--- src/rtl/reg_file_mp.sv ---
// Parametrised multi-port register file: registered reads (1-cycle latency),
// synchronous reset, optional hardwired-zero r0 and write-to-read bypass.
module reg_file_mp #(
  parameter int unsigned DATA_W   = 32,
  parameter int unsigned ADDR_W   = 5,
  parameter int unsigned NUM_RD   = 2,
  parameter int unsigned NUM_WR   = 1,
  parameter int unsigned ZERO_REG = 1,
  parameter int unsigned BYPASS   = 1
) (
  input  logic                     clk,
  input  logic                     rst,
  input  logic [NUM_RD-1:0]        rd_en,
  input  logic [NUM_RD*ADDR_W-1:0] rd_addr,
  output logic [NUM_RD*DATA_W-1:0] rd_data,
  input  logic [NUM_WR-1:0]        wr_en,
  input  logic [NUM_WR*ADDR_W-1:0] wr_addr,
  input  logic [NUM_WR*DATA_W-1:0] wr_data
);

  localparam int unsigned DEPTH = 2 ** ADDR_W;

  logic [DATA_W-1:0] regs    [DEPTH];
  logic [ADDR_W-1:0] ra      [NUM_RD];
  logic [ADDR_W-1:0] wa      [NUM_WR];
  logic [DATA_W-1:0] wd      [NUM_WR];
  logic [DATA_W-1:0] rd_next [NUM_RD];

  always_comb begin
    for (int unsigned i = 0; i < NUM_RD; i++) begin
      ra[i] = rd_addr[i*ADDR_W +: ADDR_W];
    end
    for (int unsigned j = 0; j < NUM_WR; j++) begin
      wa[j] = wr_addr[j*ADDR_W +: ADDR_W];
      wd[j] = wr_data[j*DATA_W +: DATA_W];
    end
  end

  // Later write ports override earlier ones, matching the storage priority.
  always_comb begin
    for (int unsigned i = 0; i < NUM_RD; i++) begin
      rd_next[i] = regs[ra[i]];
      if (BYPASS != 0) begin
        for (int unsigned j = 0; j < NUM_WR; j++) begin
          if (wr_en[j] && (wa[j] == ra[i])) begin
            rd_next[i] = wd[j];
          end
        end
      end
      if ((ZERO_REG != 0) && (ra[i] == '0)) begin
        rd_next[i] = '0;
      end
    end
  end

  always_ff @(posedge clk) begin
    if (rst) begin
      for (int unsigned k = 0; k < DEPTH; k++) begin
        regs[k] <= '0;
      end
    end else begin
      for (int unsigned j = 0; j < NUM_WR; j++) begin
        if (wr_en[j] && !((ZERO_REG != 0) && (wa[j] == '0))) begin
          regs[wa[j]] <= wd[j];
        end
      end
    end
  end

  always_ff @(posedge clk) begin
    if (rst) begin
      rd_data <= '0;
    end else begin
      for (int unsigned i = 0; i < NUM_RD; i++) begin
        if (rd_en[i]) begin
          rd_data[i*DATA_W +: DATA_W] <= rd_next[i];
        end
      end
    end
  end

endmodule

--- config.mk ---
export PLATFORM = sky130hd
export DESIGN_NAME = reg_file_mp
export DESIGN_NICKNAME = d
export VERILOG_FILES = /design/src/rtl/reg_file_mp.sv
export SDC_FILE = /design/constraint.sdc
export NUM_CORES = 2
export LEC_CHECK = 0
export CORE_MARGIN = 4
export CORE_UTILIZATION = 28
export CTS_CLUSTER_SIZE = 16
export DETAILED_ROUTE_END_ITERATION = 7
export PLACE_DENSITY = 0.46
export SLEW_MARGIN = 30
export SYNTH_ARGS = -nofsm -noshare
export SYNTH_HDL_FRONTEND = slang
export SYNTH_SLANG_ARGS = --single-unit
--- constraint.sdc ---
create_clock -name clk -period 3 [get_ports clk]
set_clock_uncertainty 0.05 [all_clocks]
set_input_delay 0.9 -clock clk [delete_from_list [all_inputs] [get_ports clk]]
set_output_delay 0.9 -clock clk [all_outputs]
set_load 0.005 [all_outputs]
==> reports/metrics.yaml <==
yosys:
  synth-compound-area-share_pct: 6.85
  ys_warn_count: 0
  synth-edff-count: 1024
  postSynthAreaPerCell_um2: 14.5
  yosys.area_share.adder_pct: 0
  synthXorXnorAreaFrac_pct: 0.154
  postSynthCellCount: 3936
  seq_area_frac_synth_pct: 56.1
  synth_top_family_by_area: "multiplexers"
  synthSimpleGateAreaFrac_pct: 12.7
  ys_types: 47
  ys_seq_elements: 1088
  synth_area_um2: 57000
  muxShareOfSynthArea_pct: 21.0
  synthArstFlopShare_pct: 0
  ys.flop_type: "edfxtp_1"
clocking:
  htreeDepth: 3
  clock_latency_ns: 0.77
  cts_setup_buffers: 0
  cts_buffers: 120
  cts_tree: "done"
  clock-sinks: 1088
  root_buffer: "clkbuf_16"
  cts.path.max_buffers: 3
  ctsResizeCount: 0
  postCtsHoldBufs: 0
  clkTransAtPathRegs_ns: 0.07
global_route:
  antenna_found_initial: 26
  grt_first_pass_wirelength_um: 334000
  grt_max_degree: 37
  gr-usage-all-layers_pct: 22.7
  grt_overflow: 0
  grt_pass1_vias: 39692
sta:
  slew_headroom_pct: 48.8
  worstMarginPinSlew_ns: 0.769
  timing_hold_violations_final: 0
  finalCriticalPeriod_ns: 2.85
  slew_viol_final: 0
  rsz0062_at_grt: "no"
  fin_ws_ns: 0.150
  fin_crit_sh_pct: 95.0
  finalSetupViolations: 0
  tns_ns: 0
  max_freq_ghz: 0.351
setup_path:
  reg2reg_slack_ns: 0.71
  reg2reg_to: "rd_data[23]$_SDFFE_PP0P_"
  crit_family: "buffers and inverters"
  criticalPathCategory: "reg -> out"
  cp-end-kind: "primary output"
  cp_data_arrival_time_ns: 1.90
  start_kind: "flop"
  crit_fanout: 2
  reg2reg_depth: 6
  path_cells: "clkdlybuf4s50_1"
  reg2reg_from: "regs[28][23]$_SDFFCE_PN0P_"
  required_ns: 2.05
  cpMaxStageDelayCell: "clkdlybuf4s50_1"
  max_stage_delay_ns: 0.60
  crit_buf_inv: 1
finish:
  nFillCells: 19442
  syn2layout_area_growth_pct: 25.1
  final_nets: 4457
  final_core_util_pct: 35.3
  fin_cells: 7185
  drive_gt1_share_pct: 29.4
  finalInstanceArea_um2: 71400
drt:
  first_iter_violations: 4658
  drtAntennaViolNets: 0
  drt-pass1-iter-count: 5
  vias_per_cell: 5.45
  vias: 39156
  drc_errors: 0
  post_drt_wl_per_cell_um: 34.0
  wl_um: 244000
pwr:
  p_leak_nw: 25.4
  ir_drop_v: 0.000465
  pwr_density_cell_nw_per_um2: 544
floorplanning:
  initial_utilization_pct: 28.2
  coreArea_um2: 202000
  die_h_um: 459
  ios: 116
  dieArea_um2: 211000
  die-width_um: 459
  rows: 165
placement:
  numPortBuffers: 115
  hpwl_um: 169000
  dpl.cell_count: 6955
  place.gp.congestion: 0.867
  place_worst_setup_slack_ns: -0.398
  placed_area_um2: 67400
hold_path:
  hold_end: "rd_data[14]$_SDFFE_PP0P_"
  min_from: "rd_data[14]$_SDFFE_PP0P_"
  min_path_cells: 1
  min-delay-path-class: "reg -> reg"
run_status:
  status: "completed"
job:
  drv_cap: 0
synth_stat cells (4+ instances only):
| cell type | number | area, um^2 |
|---|---|---|
| clkbuf_1 | 309 | 1160 |
| xnor2_1 | 6 | 52.6 |
| a21oi_1 | 82 | 410 |
| o22ai_1 | 18 | 113 |
| or2_2 | 31 | 194 |
| nand3b_1 | 5 | 37.5 |
| mux4_2 | 420 | 9460 |
| edfxtp_1 | 1024 | 30700 |
| buf_4 | 21 | 158 |
| nand2_1 | 96 | 360 |
| a211oi_1 | 28 | 210 |
| a22oi_1 | 46 | 345 |
| mux2_2 | 18 | 203 |
| mux2i_1 | 230 | 2300 |
| o211ai_1 | 32 | 240 |
| nand3_1 | 4 | 20.0 |
| inv_1 | 4 | 15.0 |
| a2111oi_0 | 18 | 158 |
| nor2b_1 | 20 | 125 |
| and2_1 | 1007 | 6300 |
| o21ai_0 | 111 | 556 |
| a221o_1 | 50 | 500 |
| a2111o_1 | 32 | 360 |
| dfxtp_1 | 64 | 1280 |
| buf_6 | 6 | 67.6 |
| xor2_1 | 4 | 35.0 |
| nor2_1 | 40 | 150 |
| buf_1 | 16 | 60.1 |
| a22o_1 | 32 | 280 |
| a221oi_1 | 64 | 561 |
| buf_2 | 66 | 330 |
| a41oi_1 | 14 | 123 |
per-stage QoR:
stage / power (mW) / hold WS, ns
2_1_floorplan: 20.6 / 0.432
3_3_place_gp: 23.7 / 0.421
3_5_place_dp: 23.7 / 0.428
4_1_cts: 39.1 / 0.442
5_1_grt: 39.9 / 0.460
6_report: 38.9 / 0.438
area by class of cell:
class	instances	area, um^2	area share (%)
clock buffers	142	3100	4.34
diodes	8	20.0	0.0280
well taps	2672	3340	4.68
clock inverters	80	890	1.25
repair buffers	734	8320	11.7
inverters	5	22.5	0.0316
flip-flops and latches	1088	32000	44.9
multi-input cells	2456	23700	33.1
per-layer routing:
layer | global-route usage [%] | part of all wire, % | up-vias
li1 | - | - | 16162
met1 | 30.3 | 41 | 20835
met2 | 37.7 | 48 | 1806
met3 | 2.84 | 6.7 | 353
met4 | 8.83 | 4.2 | 0
met5 | 0 | 0 | -
flip-flops by register name, indices dropped and copies added, names as in the netlist:
signal   flops
rd_data     64
regs      1024
where the power goes:
group          switching, mW  total (mW)  internal (mW)
Sequential             0.587        18.1           17.5
Clock                   6.69        15.4           8.75
Combinational           2.88        5.35           2.47
Total                   10.2        38.9           28.7
worst register-to-register path, delay by kind of cell (launching register included):
family	cells	cell delay, ns
AOI/OAI and AO/OA	3	0.73
buffers and inverters	1	0.16
DFF	1	0.43
muxes	2	0.80
layout by cell type, fill, tap and decap left out, types with 17 or more instances in the layout:
cell | synthesis | routed
a2111o_1 | 32 | 32
a2111oi_0 | 18 | 17
a211oi_1 | 28 | 28
a21oi_1 | 82 | 82
a221o_1 | 50 | 50
a221oi_1 | 64 | 64
a22o_1 | 32 | 32
a22oi_1 | 46 | 46
and2_1 | 1007 | 1006
buf_12 | 0 | 201
buf_4 | 21 | 421
clkbuf_1 | 309 | 21
clkbuf_16 | 0 | 120
clkdlybuf4s50_1 | 0 | 105
clkinv_1 | 1 | 26
clkinv_2 | 0 | 22
conb_1 | 1 | 32
dfxtp_1 | 64 | 64
edfxtp_1 | 1024 | 1024
mux2_2 | 18 | 18
mux2i_1 | 230 | 230
mux4_2 | 420 | 420
nand2_1 | 96 | 96
nor2_4 | 0 | 34
o211ai_1 | 32 | 32
o21ai_0 | 111 | 111
o22ai_1 | 18 | 18
or2_2 | 31 | 31
logic make-up after synthesis:
kind of cell	count (synthesis)
AO/OA/AOI/OAI	533
XOR/XNOR	10
buffers and inverters	423
flip-flops	1088
multiplexers	668
other	1
AND/OR/NAND/NOR	1213
how the worst max path moves through the flow:
stage / start / to / slack [ns] / depth (start not counted)
4_1_cts: rd_data[42]$_SDFFE_PP0P_ / rd_data[42] / 0.07 / 1
5_1_grt: rd_data[42]$_SDFFE_PP0P_ / rd_data[42] / 0.14 / 1
2_1_floorplan: rd_addr[5] / rd_data[43]$_SDFFE_PP0P_ / 0.08 / 6
6_report: rd_data[31]$_SDFFE_PP0P_ / rd_data[31] / 0.15 / 1
3_3_place_gp: wr_addr[1] / rd_data[46]$_SDFFE_PP0P_ / -0.43 / 9
3_5_place_dp: wr_addr[1] / rd_data[44]$_SDFFE_PP0P_ / -0.40 / 9
(Power assumes the default switching activity.)
